## src/rtl/clk_div_prog_if.sv

```systemverilog
// Divisor configuration channel for clk_div_prog.
// Master drives a request, slave answers with a combinational ready.
interface clk_div_prog_if #(
  parameter int NCH   = 2,
  parameter int DIV_W = 8
);
  localparam int CH_W = (NCH > 1) ? $clog2(NCH) : 1;

  logic             cfg_valid;
  logic             cfg_ready;
  logic [CH_W-1:0]  cfg_ch;
  logic [DIV_W-1:0] cfg_div;

  modport master (output cfg_valid, output cfg_ch, output cfg_div, input cfg_ready);
  modport slave  (input cfg_valid, input cfg_ch, input cfg_div, output cfg_ready);
endinterface

```

## src/rtl/clk_div_prog.sv

```systemverilog
// Multi-channel programmable clock-enable generator with glitch-free divisor
// updates at period boundaries, per-channel lock flags and global phase sync.
module clk_div_prog #(
  parameter int NCH          = 2,
  parameter int DIV_W        = 8,
  parameter int DEF_DIV      = 10,
  parameter int LOCK_PERIODS = 4
) (
  input  logic            clk,
  input  logic            rst_n,
  clk_div_prog_if.slave   cfg,
  input  logic            sync_i,
  output logic [NCH-1:0]  ce_o,
  output logic [NCH-1:0]  clk_o,
  output logic [NCH-1:0]  locked_o
);
  localparam int CH_W = (NCH > 1) ? $clog2(NCH) : 1;
  localparam int LK_W = $clog2(LOCK_PERIODS + 1);

  typedef logic [DIV_W-1:0] div_t;
  typedef logic [LK_W-1:0]  lk_t;

  div_t           cur_div_q  [NCH];
  div_t           cur_div_d  [NCH];
  div_t           pend_div_q [NCH];
  div_t           pend_div_d [NCH];
  div_t           cnt_q      [NCH];
  div_t           cnt_d      [NCH];
  lk_t            lock_cnt_q [NCH];
  lk_t            lock_cnt_d [NCH];
  logic [NCH-1:0] pend_vld_q, pend_vld_d;
  logic [NCH-1:0] ce_q, ce_d, clk_q, clk_d, lock_q, lock_d;
  logic [NCH-1:0] en, wrap, accept, apply;

  // Out-of-range channel indices read as ready so such requests are swallowed.
  logic [(2**CH_W)-1:0] rdy_vec;

  always_comb begin
    rdy_vec          = '1;
    rdy_vec[NCH-1:0] = ~pend_vld_q;
  end

  assign cfg.cfg_ready = rdy_vec[cfg.cfg_ch];

  always_comb begin
    en         = '0;
    wrap       = '0;
    accept     = '0;
    apply      = '0;
    pend_vld_d = '0;
    ce_d       = '0;
    clk_d      = '0;
    lock_d     = '0;
    for (int i = 0; i < NCH; i++) begin
      cur_div_d[i]  = cur_div_q[i];
      pend_div_d[i] = pend_div_q[i];
      cnt_d[i]      = cnt_q[i];
      lock_cnt_d[i] = lock_cnt_q[i];

      en[i]     = (cur_div_q[i] != '0);
      wrap[i]   = en[i] && (cnt_q[i] == cur_div_q[i] - div_t'(1));
      accept[i] = cfg.cfg_valid && !pend_vld_q[i] && (cfg.cfg_ch == CH_W'(i));
      apply[i]  = pend_vld_q[i] && (wrap[i] || sync_i || !en[i]);

      // accept and apply are exclusive: accept needs pend clear, apply needs it set
      pend_vld_d[i] = accept[i] || (pend_vld_q[i] && !apply[i]);
      if (accept[i]) pend_div_d[i] = cfg.cfg_div;

      if (apply[i]) begin
        cur_div_d[i]  = pend_div_q[i];
        cnt_d[i]      = '0;
        lock_cnt_d[i] = '0;
      end else if (!en[i] || sync_i) begin
        cnt_d[i]      = '0;
        lock_cnt_d[i] = '0;
      end else if (wrap[i]) begin
        cnt_d[i] = '0;
        if (lock_cnt_q[i] != lk_t'(LOCK_PERIODS)) lock_cnt_d[i] = lock_cnt_q[i] + lk_t'(1);
      end else begin
        cnt_d[i] = cnt_q[i] + div_t'(1);
      end

      ce_d[i]   = en[i] && (wrap[i] || sync_i);
      clk_d[i]  = (cur_div_d[i] != '0) && (cnt_d[i] < (cur_div_d[i] >> 1));
      lock_d[i] = (cur_div_d[i] != '0) && (lock_cnt_d[i] == lk_t'(LOCK_PERIODS));
    end
  end

  always_ff @(posedge clk or negedge rst_n) begin
    if (!rst_n) begin
      for (int i = 0; i < NCH; i++) begin
        cur_div_q[i]  <= div_t'(DEF_DIV);
        pend_div_q[i] <= '0;
        cnt_q[i]      <= '0;
        lock_cnt_q[i] <= '0;
      end
      pend_vld_q <= '0;
      ce_q       <= '0;
      clk_q      <= '0;
      lock_q     <= '0;
    end else begin
      for (int i = 0; i < NCH; i++) begin
        cur_div_q[i]  <= cur_div_d[i];
        pend_div_q[i] <= pend_div_d[i];
        cnt_q[i]      <= cnt_d[i];
        lock_cnt_q[i] <= lock_cnt_d[i];
      end
      pend_vld_q <= pend_vld_d;
      ce_q       <= ce_d;
      clk_q      <= clk_d;
      lock_q     <= lock_d;
    end
  end

  assign ce_o     = ce_q;
  assign clk_o    = clk_q;
  assign locked_o = lock_q;
endmodule
```

## src/flat_wrapper.sv

```systemverilog
// flat-port wrapper written by rule: the top's interface ports become plain ports
module clk_div_prog_flat 
#(
  parameter int NCH          = 2,
  parameter int DIV_W        = 8,
  parameter int DEF_DIV      = 10,
  parameter int LOCK_PERIODS = 4
)
  (clk, rst_n, sync_i, ce_o, clk_o, locked_o, cfg_cfg_valid, cfg_cfg_ch, cfg_cfg_div, cfg_cfg_ready);
  clk_div_prog_if #(.NCH(NCH), .DIV_W(DIV_W)) cfg_i ();
  input  logic clk;
  input  logic rst_n;
  input  logic sync_i;
  output logic [NCH-1:0] ce_o;
  output logic [NCH-1:0] clk_o;
  output logic [NCH-1:0] locked_o;
  input wire logic [$bits(cfg_i.cfg_valid)-1:0] cfg_cfg_valid;
  input wire logic [$bits(cfg_i.cfg_ch)-1:0] cfg_cfg_ch;
  input wire logic [$bits(cfg_i.cfg_div)-1:0] cfg_cfg_div;
  output wire logic [$bits(cfg_i.cfg_ready)-1:0] cfg_cfg_ready;
  assign cfg_i.cfg_valid = cfg_cfg_valid;
  assign cfg_i.cfg_ch = cfg_cfg_ch;
  assign cfg_i.cfg_div = cfg_cfg_div;
  assign cfg_cfg_ready = cfg_i.cfg_ready;
  clk_div_prog #(.NCH(NCH), .DIV_W(DIV_W), .DEF_DIV(DEF_DIV), .LOCK_PERIODS(LOCK_PERIODS)) u_core (.clk(clk), .rst_n(rst_n), .cfg(cfg_i), .sync_i(sync_i), .ce_o(ce_o), .clk_o(clk_o), .locked_o(locked_o));
endmodule
```

## config.mk

```make
export PLATFORM = sky130hd
export DESIGN_NAME = clk_div_prog_flat
export DESIGN_NICKNAME = d
export VERILOG_FILES = /design/src/rtl/clk_div_prog_if.sv /design/src/rtl/clk_div_prog.sv /design/src/flat_wrapper.sv
export SDC_FILE = /design/constraint.sdc
export NUM_CORES = 1
export LEC_CHECK = 0
export CORE_MARGIN = 2
export CORE_UTILIZATION = 35
export CTS_BUF_LIST = sky130_fd_sc_hd__clkbuf_16
export DETAILED_ROUTE_END_ITERATION = 10
export GPL_TIMING_DRIVEN = 0
export REMOVE_ABC_BUFFERS = 1
export SYNTH_ARGS = -nofsm -noshare
export SYNTH_HDL_FRONTEND = slang
export SYNTH_SLANG_ARGS = --single-unit
```

## constraint.sdc

```tcl
create_clock -name clk -period 4.9 [get_ports clk]
set_input_delay 1.225 -clock clk [delete_from_list [all_inputs] [get_ports clk]]
set_output_delay 1.225 -clock clk [all_outputs]
set_load 0.1 [all_outputs]
```

Yosys cells after proc, flatten, opt, wreduce, memory -nomap -nowiden. Index checks and enable logic that the tools add are counted.

Register bits: 62. Input bits: 13. Output and inout port bits: 7. Word-level logic and storage cells: 81.

$add $sub $neg: 6. $lt $le $gt $ge: 3. Equal/unequal tests: 6. Muxes and demuxes: 18. Bitwise gates (word level): 2. Reduce and logical (&&, ||, !) cells: 34.

Operator list (number): $mux 8 (8); $reduce_bool 8->1 (4); $mux 3 (8); $add 8x1->8 const B (2); $eq 8x8->1 (2); $logic_and 1x1->1 (16); $lt 8x7->1 (2); $sub 8x1->8 const B (2); $logic_or 1x1->1 (8); $add 3x1->3 const B (2); $eq 3x3->1 const B (2); $logic_not 1->1 (6); $ne 3x3->1 const B (2); $lt 1x2->1 const B (1); $mux 1 (2); $not 2->2 (1); $not 1->1 (1).

Logic depth before layout (Yosys ltp).
Depth after elaboration: 9. Depth in mapped cells: 16. Gate-level depth less buffers: 15.

Least setup slack after synthesis. No wires, ideal clock.

Path type: input-to-output. From: in cfg_cfg_ch. To: out cfg_cfg_ready. Data arrival time: 2806 ps. Data required time: 3675 ps. Slack: 869 ps. Cell stages on the path: 1. Buffers on the path: 0. Cells stage by stage: mux2i_1.

Word-level cells in the longest chain between the ends: 2.

RTL lines: start, declared (RTL line flat_wrapper.sv:18) `input wire logic [$bits(cfg_i.cfg_ch)-1:0] cfg_cfg_ch;`; $mux 1 (not written as such) (2 in a row) (RTL line clk_div_prog.sv:43) `assign cfg.cfg_ready = rdy_vec[cfg.cfg_ch];`; end, declared (RTL line flat_wrapper.sv:20) `output wire logic [$bits(cfg_i.cfg_ready)-1:0] cfg_cfg_ready;`.

Every way passes these cells. The select of a mux whose other input is x is not followed.

Worst setup path in the final report. Ends and elaborated chain as after synthesis.

==> results.toml <==
[final_layout]
syn2layout_area_growth_pct = 15.1
final_area_um2 = 4360
nFillCells = 1000
nets = 396
diodes = 0
drive_gt1_frac = 0.158
final_core_util = 0.418

[synth]
synthArstFlopShare = 1.00
synth-seq-area-share = 0.411
yosys-top-cells-count = "dfrtp_1 (58), mux2_2 (29), ha_1 (21)"
ys_ff_latch = 62
yosysWarningCount = 0
yosys.area_share.adder = 0.0694
synth_top_family_by_area = "simple AND/OR/NAND/NOR gates"
synth_most_common_cell = "dfrtp_1"
syn_area_um2 = 3790
synth-edff-count = 0
avgSynthCellArea_um2 = 11.1
synth-compound-area-share = 0.117
synth_mux_area_frac = 0.140
synthTopCellsByArea = "dfrtp_1 (38%), mux2_2 (8.6%), ha_1 (6.9%), xor2_1 (4.6%), mux2i_1 (4.2%)"
synth_xor_area_frac = 0.0734
synth_top_area_frac = 0.383
yosysTopAreaCell = "dfrtp_1"
synth_flop_cell = "dfrtp_1"
synthCells = 342
yosys.area_share.simple = 0.159
ys_types = 63

[worst_setup_path]
crit_path_end = "cfg_cfg_ready"
critPathCaptureType = "output pin"
arrival_ns = 3.21
reg2reg_depth = 14
required_ns = 3.67
reg2reg_to = "u_core.clk_o[0]"
crit_start = "cfg_cfg_ch"
rr_startpoint = "u_core.cur_div_q[9]"
r2r_slack_ns = 0.66
cp-start-kind = "input port"
critPathMaxFanout = 3
critical_path_class = "in2out"

[min_path]
hold_depth = 1
hold_path.class = "reg2reg"

[cts]
hold_buffers = 0
cts-root-buf = "clkbuf_16"
clock_latency_ns = 0.33
cts.clk_slew.worst_paths_ns = 0.05
cts_setup_buffers = 0
numCtsBuffers = 9
cts_tree = "built"
cts_resized = 0
cts.sinks = 62
clock_path_buffers = 2
htree_num_levels = 3

[timing]
setup_viol = 0
period_needed_ns = 4.44
max_slew_margin = 0.245
setup_tns_ns = 0
maxSlewViolCount = 0
hold_viol = 0
max_freq_mhz = 225
final.setup_skew_ns = 0.00551
rsz0062_at_grt = "no"
period_share = 0.905
tightestPinTransition_ns = 1.13

[floorplanning]
die_h_um = 108
core_area_um2 = 10400
die_x_um = 108
start_util = 0.363
die-area_um2 = 11700
io_pins = 20
row_count = 37

[power]
cellLeakagePower_nw = 1.91
p_seq_frac = 0.396
internal_power_mw = 1.37
clkPwrFrac = 0.273
swShare = 0.366
cellPowerDensity_nw_per_um2 = 496
p_sw_uw = 791
vdd.ir_drop.worst_mv = 0.363
combPwrFrac = 0.331

[global_routing]
grt.busiest_layer = "met2"
use_met1 = 0.217
grt_use_met2 = 0.218
grt_pass1_vias = 2688
antenna_found_initial = 0
grt.overflow.total = 0
grt_use_total = 0.151
grt_max_degree = 63
grt_pass1_wl_um = 13600
grtUsageMet3 = 0.0211

[placement]
hpwl_um = 5880
placed_cell_area_um2 = 4080
gp_congestion = 0.847
portBuffers = 19

[flow_run]
cap_violations = 0

[detailed_routing]
wl_um = 8020
dr.pass1.iters = 4
drtAntennaViolNets = 0
wire_per_inst_um = 16.0
viasPerCell = 5.36
drt_drc_violations_left = 0
num_vias = 2692
drtIter0Drc = 80

[status]
outcome = "finished clean"
## worst min-delay path by stage
stage                         start              endpoint  slack, ns
2_1_floorplan  u_core.pend_div_q[0]   u_core.cur_div_q[0]       0.50
3_3_place_gp   u_core.pend_div_q[1]  u_core.pend_div_q[1]       0.53
3_5_place_dp   u_core.pend_div_q[8]  u_core.pend_div_q[8]       0.54
4_1_cts        u_core.pend_div_q[8]  u_core.pend_div_q[8]       0.55
5_1_grt        u_core.pend_div_q[8]  u_core.pend_div_q[8]       0.57
6_report       u_core.pend_div_q[8]  u_core.pend_div_q[8]       0.54
## area by class of cell
type	count	area [µm²]	area share
Clock inverter	6	48.8	0.0112
Timing Repair Buffer	19	188	0.0431
Multi-Input combinational cell	256	2120	0.486
Tap cell	136	170	0.0390
Clock buffer	9	225	0.0517
Inverter	14	52.6	0.0121
Sequential cell	62	1560	0.357
## stage by stage
stage,setup WS [ns],hold WS (ns),power (mW),std cells
after global placement,0.420,0.526,1.55,487
after global routing,0.429,0.566,2.30,502
after CTS,0.480,0.546,2.18,502
after floorplan,0.869,0.499,1.37,332
after detailed placement,0.343,0.535,1.57,487
final,0.463,0.543,2.16,502
## routing by layer
layer	routed length (µm)	share of wire
met5	0	0
met4	172	0.021
met3	243	0.030
met2	3480	0.43
met1	4120	0.51
## cell usage in the layout, fill, tap and decap left out, types with 8 or more instances in the layout
| master | count |
|---|---|
| clkdlybuf4s50_1 | 18 |
| dfrtp_1 | 58 |
| nor2_1 | 13 |
| xor2_1 | 20 |
| a21oi_1 | 8 |
| ha_1 | 21 |
| inv_1 | 17 |
| nand2_1 | 14 |
| mux2_2 | 29 |
| clkbuf_16 | 9 |
| mux2i_1 | 16 |
| xnor2_1 | 9 |
| nand3_1 | 13 |
| nor3_1 | 11 |
| nand2b_1 | 8 |
## flip-flops by register name (all words and copies together) (netlist names)
register	flops
u_core.pend_div_q	16
u_core.locked_o	2
u_core.cur_div_q	16
u_core.ce_o	2
u_core.lock_cnt_q	6
u_core.pend_vld_q	2
u_core.cnt_q	16
u_core.clk_o	2
## worst max-delay path, cell delays in order
cell,delay (ns)
clkdlybuf4s50_1,0.54
mux2i_1,0.27
clkdlybuf4s50_1,1.18
## logic make-up after synthesis
| family | count (synthesis) |
|---|---|
| AOI/OAI and AO/OA | 55 |
| xor gates and xnor gates | 30 |
| adders and majority gates | 21 |
| buffers and inverters | 24 |
| DFF | 62 |
| muxes | 48 |
| and+or+nand+nor | 102 |
## power by group through the flow
stage | clock [mW] | combinational [mW] | sequential, mW
floorplan | 0 | 0.533 | 0.840
global placement | 0 | 0.697 | 0.855
detailed placement | 0 | 0.715 | 0.859
CTS | 0.607 | 0.720 | 0.853
global route | 0.634 | 0.791 | 0.878
finish | 0.590 | 0.715 | 0.856
(Power assumes the default switching activity.)
